<file path="config.mk">
export PLATFORM = sky130hd
export DESIGN_NAME = player_move_ctrl_flat
export DESIGN_NICKNAME = d
export VERILOG_FILES = /design/src/rtl/player_move_ctrl_if.sv /design/src/rtl/player_move_ctrl.sv /design/src/flat_wrapper.sv
export SDC_FILE = /design/constraint.sdc
export NUM_CORES = 1
export LEC_CHECK = 0
export ABC_AREA = 1
export CAP_MARGIN = 10
export CORE_UTILIZATION = 40
export CTS_BUF_LIST = sky130_fd_sc_hd__clkbuf_8 sky130_fd_sc_hd__clkbuf_16
export CTS_CLUSTER_SIZE = 40
export DETAILED_ROUTE_END_ITERATION = 12
export GPL_ROUTABILITY_DRIVEN = 0
export PLACE_DENSITY = 0.64
export SLEW_MARGIN = 20
export SYNTH_ARGS = -nofsm -noshare
export SYNTH_HDL_FRONTEND = slang
export SYNTH_SLANG_ARGS = --single-unit
</file>
<file path="constraint.sdc">
create_clock -name i_Clk -period 7.1 [get_ports i_Clk]
set_clock_uncertainty 0.1 [all_clocks]
set_input_delay 1.065 -clock i_Clk [delete_from_list [all_inputs] [get_ports i_Clk]]
set_output_delay 1.065 -clock i_Clk [all_outputs]
set_load 0.01 [all_outputs]
</file>
<file path="src/rtl/player_move_ctrl_if.sv">
// Bus between the board/game logic and the player movement controller.
// The master drives the frame strobe, buttons and game-control requests.
// The slave (the controller) returns the sprite position and motion status.
interface player_move_ctrl_if;
    logic       i_fTick;
    logic       i_Btn_Left;
    logic       i_Btn_Right;
    logic       i_Enable;
    logic       i_Respawn;
    logic [9:0] o_Player_Position;
    logic [2:0] o_Speed;
    logic [1:0] o_Dir;
    logic       o_At_Left;
    logic       o_At_Right;

    modport master (
        output i_fTick, i_Btn_Left, i_Btn_Right, i_Enable, i_Respawn,
        input  o_Player_Position, o_Speed, o_Dir, o_At_Left, o_At_Right
    );

    modport slave (
        input  i_fTick, i_Btn_Left, i_Btn_Right, i_Enable, i_Respawn,
        output o_Player_Position, o_Speed, o_Dir, o_At_Left, o_At_Right
    );
endinterface

</file>
<file path="src/rtl/player_move_ctrl.sv">
// Player sprite movement controller.
// Synchronizes and debounces the left/right buttons, runs the direction
// state machine with speed ramp-up and keeps the clamped player X position.
// Everything except the button synchronizers advances only on frame ticks.
module player_move_ctrl #(
    parameter int SCREEN_W        = 240,
    parameter int PLAYER_W        = 24,
    parameter int START_POS       = 108,
    parameter int MAX_SPEED       = 4,
    parameter int ACCEL_FRAMES    = 8,
    parameter int DEBOUNCE_FRAMES = 2
) (
    input  logic               i_Clk,
    input  logic               i_Rst,
    player_move_ctrl_if.slave  bus
);

    localparam logic [9:0] RIGHT_BOUND = 10'(SCREEN_W - PLAYER_W);
    localparam logic [9:0] START_P     = 10'(START_POS);
    localparam logic [2:0] SPEED_MAX   = 3'(MAX_SPEED);
    localparam logic [2:0] DB_MAX      = 3'(DEBOUNCE_FRAMES);
    // Hold counter is wide enough to step one past ACCEL_FRAMES without wrapping.
    localparam int         HOLD_W      = $clog2(ACCEL_FRAMES + 2);
    localparam logic [HOLD_W-1:0] ACCEL_MAX = HOLD_W'(ACCEL_FRAMES);

    // Encoding doubles as the o_Dir value: 00 idle, 01 left, 10 right, 11 both.
    typedef enum logic [1:0] {
        ST_IDLE   = 2'b00,
        ST_MOVE_L = 2'b01,
        ST_MOVE_R = 2'b10,
        ST_HOLD   = 2'b11
    } state_t;

    logic [1:0]        r_SyncL;
    logic [1:0]        r_SyncR;
    logic [2:0]        r_CntL;
    logic [2:0]        r_CntR;
    state_t            r_State;
    logic [9:0]        r_Pos;
    logic [2:0]        r_Speed;
    logic [HOLD_W-1:0] r_Hold;

    logic [2:0]        w_CntL;
    logic [2:0]        w_CntR;
    logic              w_PressL;
    logic              w_PressR;
    state_t            w_Dir;
    state_t            w_NextState;
    logic [9:0]        w_NextPos;
    logic [2:0]        w_NextSpeed;
    logic [HOLD_W-1:0] w_NextHold;
    logic [HOLD_W-1:0] w_HoldInc;
    logic [2:0]        w_NextCntL;
    logic [2:0]        w_NextCntR;
    logic [10:0]       w_Step;
    logic [10:0]       w_Target;
    logic              w_Clamped;
    logic              w_Entering;

    // Debounce counters saturate at the threshold while the synced level is high.
    always_comb begin
        w_CntL = 3'd0;
        w_CntR = 3'd0;
        if (r_SyncL[1]) begin
            w_CntL = (r_CntL >= DB_MAX) ? DB_MAX : r_CntL + 3'd1;
        end
        if (r_SyncR[1]) begin
            w_CntR = (r_CntR >= DB_MAX) ? DB_MAX : r_CntR + 3'd1;
        end
        w_PressL = (w_CntL == DB_MAX);
        w_PressR = (w_CntR == DB_MAX);
    end

    // Next-state, speed ramp and clamped position arithmetic for this cycle.
    always_comb begin
        w_NextState = r_State;
        w_NextPos   = r_Pos;
        w_NextSpeed = r_Speed;
        w_NextHold  = r_Hold;
        w_NextCntL  = r_CntL;
        w_NextCntR  = r_CntR;
        w_Dir       = ST_IDLE;
        w_HoldInc   = r_Hold + HOLD_W'(1);
        w_Step      = 11'd0;
        w_Target    = 11'd0;
        w_Clamped   = 1'b0;
        w_Entering  = 1'b0;

        if (bus.i_Respawn) begin
            w_NextState = ST_IDLE;
            w_NextPos   = START_P;
            w_NextSpeed = 3'd0;
            w_NextHold  = '0;
            w_NextCntL  = 3'd0;
            w_NextCntR  = 3'd0;
        end else if (bus.i_fTick) begin
            w_NextCntL = w_CntL;
            w_NextCntR = w_CntR;
            if (!bus.i_Enable) begin
                w_NextState = ST_IDLE;
                w_NextSpeed = 3'd0;
                w_NextHold  = '0;
            end else begin
                case ({w_PressR, w_PressL})
                    2'b11:   w_Dir = ST_HOLD;
                    2'b01:   w_Dir = ST_MOVE_L;
                    2'b10:   w_Dir = ST_MOVE_R;
                    default: w_Dir = ST_IDLE;
                endcase
                w_NextState = w_Dir;

                if (w_Dir == ST_MOVE_L || w_Dir == ST_MOVE_R) begin
                    // A fresh or reversed move always starts with a single pixel step.
                    w_Entering = (r_State != w_Dir);
                    if (w_Entering) begin
                        w_Step      = 11'd1;
                        w_NextSpeed = 3'd1;
                        w_NextHold  = HOLD_W'(1);
                    end else begin
                        w_Step = {8'd0, r_Speed};
                        if (w_HoldInc >= ACCEL_MAX) begin
                            w_NextHold  = '0;
                            w_NextSpeed = (r_Speed >= SPEED_MAX) ? SPEED_MAX : r_Speed + 3'd1;
                        end else begin
                            w_NextHold = w_HoldInc;
                        end
                    end

                    if (w_Dir == ST_MOVE_L) begin
                        if ({1'b0, r_Pos} < w_Step) begin
                            w_Target  = 11'd0;
                            w_Clamped = 1'b1;
                        end else begin
                            w_Target = {1'b0, r_Pos} - w_Step;
                        end
                    end else begin
                        w_Target = {1'b0, r_Pos} + w_Step;
                        if (w_Target > {1'b0, RIGHT_BOUND}) begin
                            w_Target  = {1'b0, RIGHT_BOUND};
                            w_Clamped = 1'b1;
                        end
                    end
                    w_NextPos = w_Target[9:0];

                    // Hitting a wall drops back to the slowest speed but keeps direction.
                    if (w_Clamped) begin
                        w_NextSpeed = 3'd1;
                        w_NextHold  = '0;
                    end
                end else begin
                    w_NextSpeed = 3'd0;
                    w_NextHold  = '0;
                end
            end
        end
    end

    // Button synchronizers run every clock; movement state loads the computed next values.
    always_ff @(posedge i_Clk or posedge i_Rst) begin
        if (i_Rst) begin
            r_SyncL <= 2'b00;
            r_SyncR <= 2'b00;
            r_CntL  <= 3'd0;
            r_CntR  <= 3'd0;
            r_State <= ST_IDLE;
            r_Pos   <= START_P;
            r_Speed <= 3'd0;
            r_Hold  <= '0;
        end else begin
            r_SyncL <= {r_SyncL[0], bus.i_Btn_Left};
            r_SyncR <= {r_SyncR[0], bus.i_Btn_Right};
            r_CntL  <= w_NextCntL;
            r_CntR  <= w_NextCntR;
            r_State <= w_NextState;
            r_Pos   <= w_NextPos;
            r_Speed <= w_NextSpeed;
            r_Hold  <= w_NextHold;
        end
    end

    assign bus.o_Player_Position = r_Pos;
    assign bus.o_Speed           = r_Speed;
    assign bus.o_Dir             = r_State;
    assign bus.o_At_Left         = (r_Pos == 10'd0);
    assign bus.o_At_Right        = (r_Pos == RIGHT_BOUND);

endmodule

</file>
<file path="src/flat_wrapper.sv">
// flat-port wrapper written by rule: the top's interface ports become plain ports
module player_move_ctrl_flat 
#(
    parameter int SCREEN_W        = 240,
    parameter int PLAYER_W        = 24,
    parameter int START_POS       = 108,
    parameter int MAX_SPEED       = 4,
    parameter int ACCEL_FRAMES    = 8,
    parameter int DEBOUNCE_FRAMES = 2
)
  (i_Clk, i_Rst, bus_i_fTick, bus_i_Btn_Left, bus_i_Btn_Right, bus_i_Enable, bus_i_Respawn, bus_o_Player_Position, bus_o_Speed, bus_o_Dir, bus_o_At_Left, bus_o_At_Right);
  player_move_ctrl_if bus_i ();
  input  logic i_Clk;
  input  logic i_Rst;
  input wire logic [$bits(bus_i.i_fTick)-1:0] bus_i_fTick;
  input wire logic [$bits(bus_i.i_Btn_Left)-1:0] bus_i_Btn_Left;
  input wire logic [$bits(bus_i.i_Btn_Right)-1:0] bus_i_Btn_Right;
  input wire logic [$bits(bus_i.i_Enable)-1:0] bus_i_Enable;
  input wire logic [$bits(bus_i.i_Respawn)-1:0] bus_i_Respawn;
  output wire logic [$bits(bus_i.o_Player_Position)-1:0] bus_o_Player_Position;
  output wire logic [$bits(bus_i.o_Speed)-1:0] bus_o_Speed;
  output wire logic [$bits(bus_i.o_Dir)-1:0] bus_o_Dir;
  output wire logic [$bits(bus_i.o_At_Left)-1:0] bus_o_At_Left;
  output wire logic [$bits(bus_i.o_At_Right)-1:0] bus_o_At_Right;
  assign bus_i.i_fTick = bus_i_fTick;
  assign bus_i.i_Btn_Left = bus_i_Btn_Left;
  assign bus_i.i_Btn_Right = bus_i_Btn_Right;
  assign bus_i.i_Enable = bus_i_Enable;
  assign bus_i.i_Respawn = bus_i_Respawn;
  assign bus_o_Player_Position = bus_i.o_Player_Position;
  assign bus_o_Speed = bus_i.o_Speed;
  assign bus_o_Dir = bus_i.o_Dir;
  assign bus_o_At_Left = bus_i.o_At_Left;
  assign bus_o_At_Right = bus_i.o_At_Right;
  player_move_ctrl #(.SCREEN_W(SCREEN_W), .PLAYER_W(PLAYER_W), .START_POS(START_POS), .MAX_SPEED(MAX_SPEED), .ACCEL_FRAMES(ACCEL_FRAMES), .DEBOUNCE_FRAMES(DEBOUNCE_FRAMES)) u_core (.i_Clk(i_Clk), .i_Rst(i_Rst), .bus(bus_i));
endmodule
</file>
# Word-level counts from Yosys, hierarchy flattened
# Cells that the tools add are included.
# W data, S select, Z words.
# classes
reduce_logical,7
magnitude_cmp,6
n_mux,49
addsub,6
eq_ne,10
# ops
op,count
$mux W10,7
$mux W3,17
$mux W11,4
$mux W4,7
$mux W2,6
$add A10 B11 Y11,1
$gt A11 B8 Y1 const B,1
$lt A10 B11 Y1,1
$eq A10 B8 Y1 const B,1
$logic_not A10 Y1,1
$sub A10 B10 Y10,1
$add A3 B1 Y3 const B,3
$mux W1,7
$eq A2 B2 Y1 const B,3
$eq A3 B2 Y1 const B,2
$ge A3 B2 Y1 const B,2
$ne A6 B6 Y1 const B,1
$pmux W2 S3,1
$reduce_bool A2 Y1,3
$add A4 B1 Y4 const B,1
$eq A2 B1 Y1 const B,2
$ge A4 B4 Y1 const B,1
$ge A3 B3 Y1 const B,1
$reduce_and A3 Y1,1
3 further kinds,3
# word_totals
elab_cells,86
input_bits,7
out_inout_bits,17
regBits,29

# Logic depth before layout (Yosys ltp)
# depth
depth_word,28
ltp_mapped,29
mapped_depth_nobuf,28

# Worst setup path before layout
# Ideal clock, no wire load.
# synth_path
path_type,reg2reg
from,reg u_core.r_CntR[0]
to,"reg u_core.r_Speed[0], in the netlist u_core.bus.o_Speed[0]"
setup_time_ns,0.116
period_less_slack_ns,3.667
required_time_ns,6.884
arrival_time_ns,3.451
path_buffers,0
stages_incl_launch_ff,22
path_slack_ns,3.433
path_cell_list,dfrtp_1 ha_1 o31ai_1 nor2_1 ha_1 o21bai_1 xor2_1 nand3_1 nor2_1 inv_1 fa_1 o21ai_2 nand2_1 xor2_1 nor2_1 nand2_1 nand3_4 nand2_4 nand2_2 nand2_2 nand2_1 nand2_1
# synth_via
elab_chain_len,28
word_cells_on_any_way,39
classes_between,add/sub (2); order compare (3); eq/ne (8); mux (24); reduce/logical (2)
# synth_rtl
element,line,text
from (decl),player_move_ctrl.sv:37,logic [2:0] r_CntR;
from (signal assigned),player_move_ctrl.sv:173,r_CntR <= w_NextCntR;
$add A3 B1 Y3 / $ge A3 B2 Y1 (equally long branches),player_move_ctrl.sv:68,w_CntR = (r_CntR >= DB_MAX) ? DB_MAX : r_CntR + 3'd1;
$mux W3 (*),player_move_ctrl.sv:68,
$mux W3 (*),player_move_ctrl.sv:67,if (r_SyncR[1]) begin
$eq A3 B2 Y1 (*),player_move_ctrl.sv:71,w_PressR = (w_CntR == DB_MAX);
$eq A2 B2 Y1 / $eq A2 B1 Y1 (equally long branches),player_move_ctrl.sv:104,"case ({w_PressR, w_PressL})"
$pmux W2 S3 (*),player_move_ctrl.sv:104,
$mux W2 (*),player_move_ctrl.sv:99,if (!bus.i_Enable) begin
$mux W2 (*),player_move_ctrl.sv:96,end else if (bus.i_fTick) begin
(+12 left out),--,
$mux W1,player_move_ctrl.sv:99,
$mux W1,player_move_ctrl.sv:96,
$mux W1,player_move_ctrl.sv:89,if (bus.i_Respawn) begin
$mux W3,player_move_ctrl.sv:146,if (w_Clamped) begin
$mux W3,player_move_ctrl.sv:112,if (w_Dir == ST_MOVE_L || w_Dir == ST_MOVE_R) begin
$mux W3,player_move_ctrl.sv:99,
$mux W3,player_move_ctrl.sv:96,
$mux W3,player_move_ctrl.sv:89,
to (signal assigned),player_move_ctrl.sv:176,r_Speed <= w_NextSpeed;
to (decl),player_move_ctrl.sv:40,logic [2:0] r_Speed;
# Mark *: on every way between the ends. The rest lies on a longest branch, timed or not. The select of a mux whose other input is x is not followed.
# A chain may end at the register's enable or synchronous reset.

# Worst setup path in the final report
# layout_path
from,reg u_core.r_CntR[0]
to,"reg u_core.r_Pos[4], in the netlist u_core.bus.o_Player_Position[4]"
# layout_via
elab_chain_len,23
word_cells_on_any_way,34
classes_between,add/sub (3); order compare (3); eq/ne (7); mux (18); reduce/logical (3)
# layout_rtl
element,line,text
$add A3 B1 Y3 / $ge A3 B2 Y1 (equally long branches),player_move_ctrl.sv:68,
$mux W3 (*),player_move_ctrl.sv:68,
$mux W3 (*),player_move_ctrl.sv:67,
$eq A3 B2 Y1 (*),player_move_ctrl.sv:71,
$eq A2 B2 Y1 / $eq A2 B1 Y1 (equally long branches),player_move_ctrl.sv:104,
$pmux W2 S3 (*),player_move_ctrl.sv:104,
$mux W2 (*),player_move_ctrl.sv:99,
$mux W2 (*),player_move_ctrl.sv:96,
(+7 left out),--,
$add A10 B11 Y11,player_move_ctrl.sv:137,"w_Target = {1'b0, r_Pos} + w_Step;"
$gt A11 B8 Y1,player_move_ctrl.sv:138,"if (w_Target > {1'b0, RIGHT_BOUND}) begin"
$mux W10,player_move_ctrl.sv:138,
$mux W10,player_move_ctrl.sv:129,if (w_Dir == ST_MOVE_L) begin
$mux W10,player_move_ctrl.sv:112,
$mux W10,player_move_ctrl.sv:99,
$mux W10,player_move_ctrl.sv:96,
$mux W10,player_move_ctrl.sv:89,
to (signal assigned),player_move_ctrl.sv:175,r_Pos <= w_NextPos;
to (decl),player_move_ctrl.sv:39,logic [9:0] r_Pos;
# Marks and branches as above.

==> impl_results.md <==
* Cts hold-fix bufs at 0
* Status: finished, final reports clean
* Pin count of the biggest net entering global routing at 30
* Initial antenna violation count at 0
* Largest stage delay, worst path at 0.50 ns
* Startpoint types: register
* TritonRoute pass-1 iters at 4
* #FFs+latches synth at 29
* Setup bufs post-CTS at 0
* Fin nets at 322
* Crit path time final at 4.23 ns
* Core Rows at 26
* Crit end category: register
* Post-synth top cells: 55 x nand2_1, 39 x inv_1, 25 x dfrtp_1
* Gate Count Post-Synth at 271
* I/O Pins at 24
* CORE AREA at 0.00507 mm^2
* Final ANT Viol Nets at 0
* Routed wire per std cell at 13.0 um
* Lkg Pwr at 1.21 nW
* Worst IR drop on VDD at 103 uV
* Worst Path Buf+Inv at 2
* Most frequent cell after synthesis: nand2_1
* Worst hold path startpoint: u_core.r_SyncL[0]
* PnR worst setup slack at 2.87 ns
* RSZ-0062 raised after global routing: false
* Finished Layout Cells at 369
* Post-DP HPWL at 3580 um
* Critical-path top delay cell: fa_1
* Clock sink total at 29
* Worst skew pair latency at 0.29 ns
* Worst-path clk slew at 0.07 ns
* Critical path class: register to register
* Initial Util at 41.5%
* Max-cap violations at 0
* Root buf cell: clkbuf_8
* Share of layout cells above drive strength 1 at 12.7%
* Pwr/cell area at 144 mW/mm^2
* Final setup fails at 0
* Gr usage total at 19.8%
* Max_slew headroom at 51.5%
* CTS buffer count at 5
* Yosys top cell area share at 29.7%
* WP data arrival at 4.29 ns
* DIE AREA at 0.00556 mm^2
* Syn_nets at 295
* Fmax at 0.237 GHz
* Largest fanout on the critical path at 8
* Global route total overflow at 0
* Fin. Hold Viols at 0
* Total wire length at 4800 um
* Ranking of synthesized cells by area: dfrtp_1 30%, nand2_1 9.8%, ha_1 8.9%
* Via count at 1832
* Final Max Tran Viols at 0
* Crit-path cells: ha_1 > o31ai_1 > nor2_1 > ha_1 > o21bai_1 > xor2_1 > nand3_1 > nor2_1 > inv_1 > fa_1 > o21ai_2 > nand2_1 > xor2_1 > nor2_1 > nand2_1 > nand3_4 > inv_1 > nand2_1 > nand3_1 > o21ai_0
* Ys flop type: dfrtp_1
* Worst flop-to-flop path startpoint: u_core.r_CntR[0]
* Avg Inst Size Synth at 7.77 um^2
* Async S/R FF share, synth at 100%
* Port Buf Inserts at 23
* Number of flops mapped to enable cells by yosys at 0
* Post-CTS Resized at 0
* Mapped Area at 0.00210 mm^2
* Power, Total at 361 uW
* Area growth syn-to-layout at 19.1%
* First-pass GRT wire length at 8170 um
* Cell taking the most area after synthesis: dfrtp_1
* Setup TNS at 0 ns
* 1st-iter DRT viols at 106
* Seq/Total Area, Yosys at 34.7%
* Post-route DRC at 0
* Ys Warns at 0
* Library cells used by synthesis at 40
* Period utilisation layout at 59.5%
* CP required at 7.17 ns
* Placed Cells incl. Taps at 361
* Pre-CTS setup slack at 2.89 ns
* Antenna diode count at 0
* Vias in the first global route at 1815
* Actual slew at the worst max-slew pin at 0.725 ns
* Vias per cell at 4.96
* Chip Width at 74.5 um
* Hold Path Class: register to register
* Crit path from: u_core.r_CntR[0]
* Clk buf depth at 2
* Die H at 74.5 um
* CTS tree: built
* Depth of the CTS H-tree at 2
* CP top delay family: simple AND/OR/NAND/NOR gates
cells in the final DEF (no fill, tap or decap), types with 2 or more instances in the layout:
| cell | synthesis | routed |
|---|---|---|
| nand2_1 | 55 | 55 |
| inv_1 | 39 | 39 |
| dfrtp_1 | 25 | 25 |
| nand3_1 | 24 | 24 |
| nor2_1 | 23 | 23 |
| clkdlybuf4s50_1 | 0 | 23 |
| ha_1 | 15 | 15 |
| o21ai_0 | 12 | 12 |
| xor2_1 | 11 | 11 |
| a21oi_1 | 8 | 8 |
| clkbuf_8 | 0 | 7 |
| inv_2 | 4 | 4 |
| nand2_2 | 4 | 4 |
| nand4_1 | 4 | 4 |
| dfstp_2 | 4 | 4 |
| nor2_2 | 3 | 3 |
| o22ai_1 | 3 | 3 |
| nor3_2 | 3 | 3 |
| nor3_1 | 3 | 3 |
| o21ai_1 | 3 | 3 |
| nand2_4 | 2 | 2 |
| a31oi_1 | 2 | 2 |
| or2_2 | 2 | 2 |
| o221ai_1 | 2 | 2 |
| a22oi_1 | 2 | 2 |
| fa_1 | 2 | 2 |
worst paths after layout:
| check | endpoint | slack [ns] | depth (start not counted) |
|---|---|---|---|
| max reg2reg | u_core.bus.o_Player_Position[4] | 2.87 | 20 |
| max in group asynchronous | u_core.bus.o_Player_Position[6] | 5.53 | 3 |
| max | u_core.bus.o_Player_Position[4] | 2.87 | 20 |
| min in group asynchronous | u_core.bus.o_Player_Position[4] | 1.05 | 3 |
| min reg2reg | u_core.r_SyncL[1] | 0.25 | 0 |
| min | u_core.r_SyncL[1] | 0.25 | 0 |
logic make-up (layout without fill, tap and decap cells):
| family | after synthesis | in the layout | share of synthesized area, % |
|---|---|---|---|
| buf+inv | 47 | 75 | 8.86 |
| xor+xnor | 11 | 11 | 4.58 |
| simple gates | 128 | 128 | 29.4 |
| flops | 29 | 29 | 34.7 |
| fa+ha+maj | 17 | 17 | 10.8 |
| compound gates | 39 | 39 | 11.6 |
per-layer routing:
| layer | track usage, % | wire (um) | vias up |
|---|---|---|---|
| li1 | - | - | 931 |
| met1 | 25.0 | 2220 | 858 |
| met2 | 32.9 | 2340 | 38 |
| met3 | 4.07 | 184 | 5 |
| met4 | 8.39 | 48 | 0 |
| met5 | 0 | 0 | - |
flip-flops by register name, summed over array words and instances (netlist names):
name and count:
u_core.r_SyncL 2, u_core.bus.o_Speed 3, u_core.r_CntR 3, u_core.r_CntL 3
u_core.bus.o_Dir 2, u_core.bus.o_Player_Position 10, u_core.r_SyncR 2, u_core.r_Hold 4
final cells by class:
type | count | area [um^2]
Tap cell | 70 | 87.6
Inverter | 43 | 161
Clock inverter | 1 | 5.00
Clock buffer | 7 | 96.3
Sequential cell | 29 | 731
Fill cell | 489 | 2570
Multi-Input combinational cell | 195 | 1190
Timing Repair Buffer | 24 | 238
metrics by stage:
stage / util [%] / hold slack (ns) / cell area, um^2
after global routing: 49.4 / 0.256 / 2510
after detailed placement: 47.4 / 0.236 / 2400
final: 49.4 / 0.249 / 2510
after global placement: 47.4 / 0.234 / 2400
after floorplan: - / 0.231 / 2100
after CTS: 49.4 / 0.250 / 2510
where the power goes:
group	switching, mW	internal (mW)
Clock	0.0680	0.0875
Combinational	0.0229	0.0123
Sequential	0.00235	0.168
Total	0.0932	0.268
Note: power is estimated with default switching activity, not from simulation.
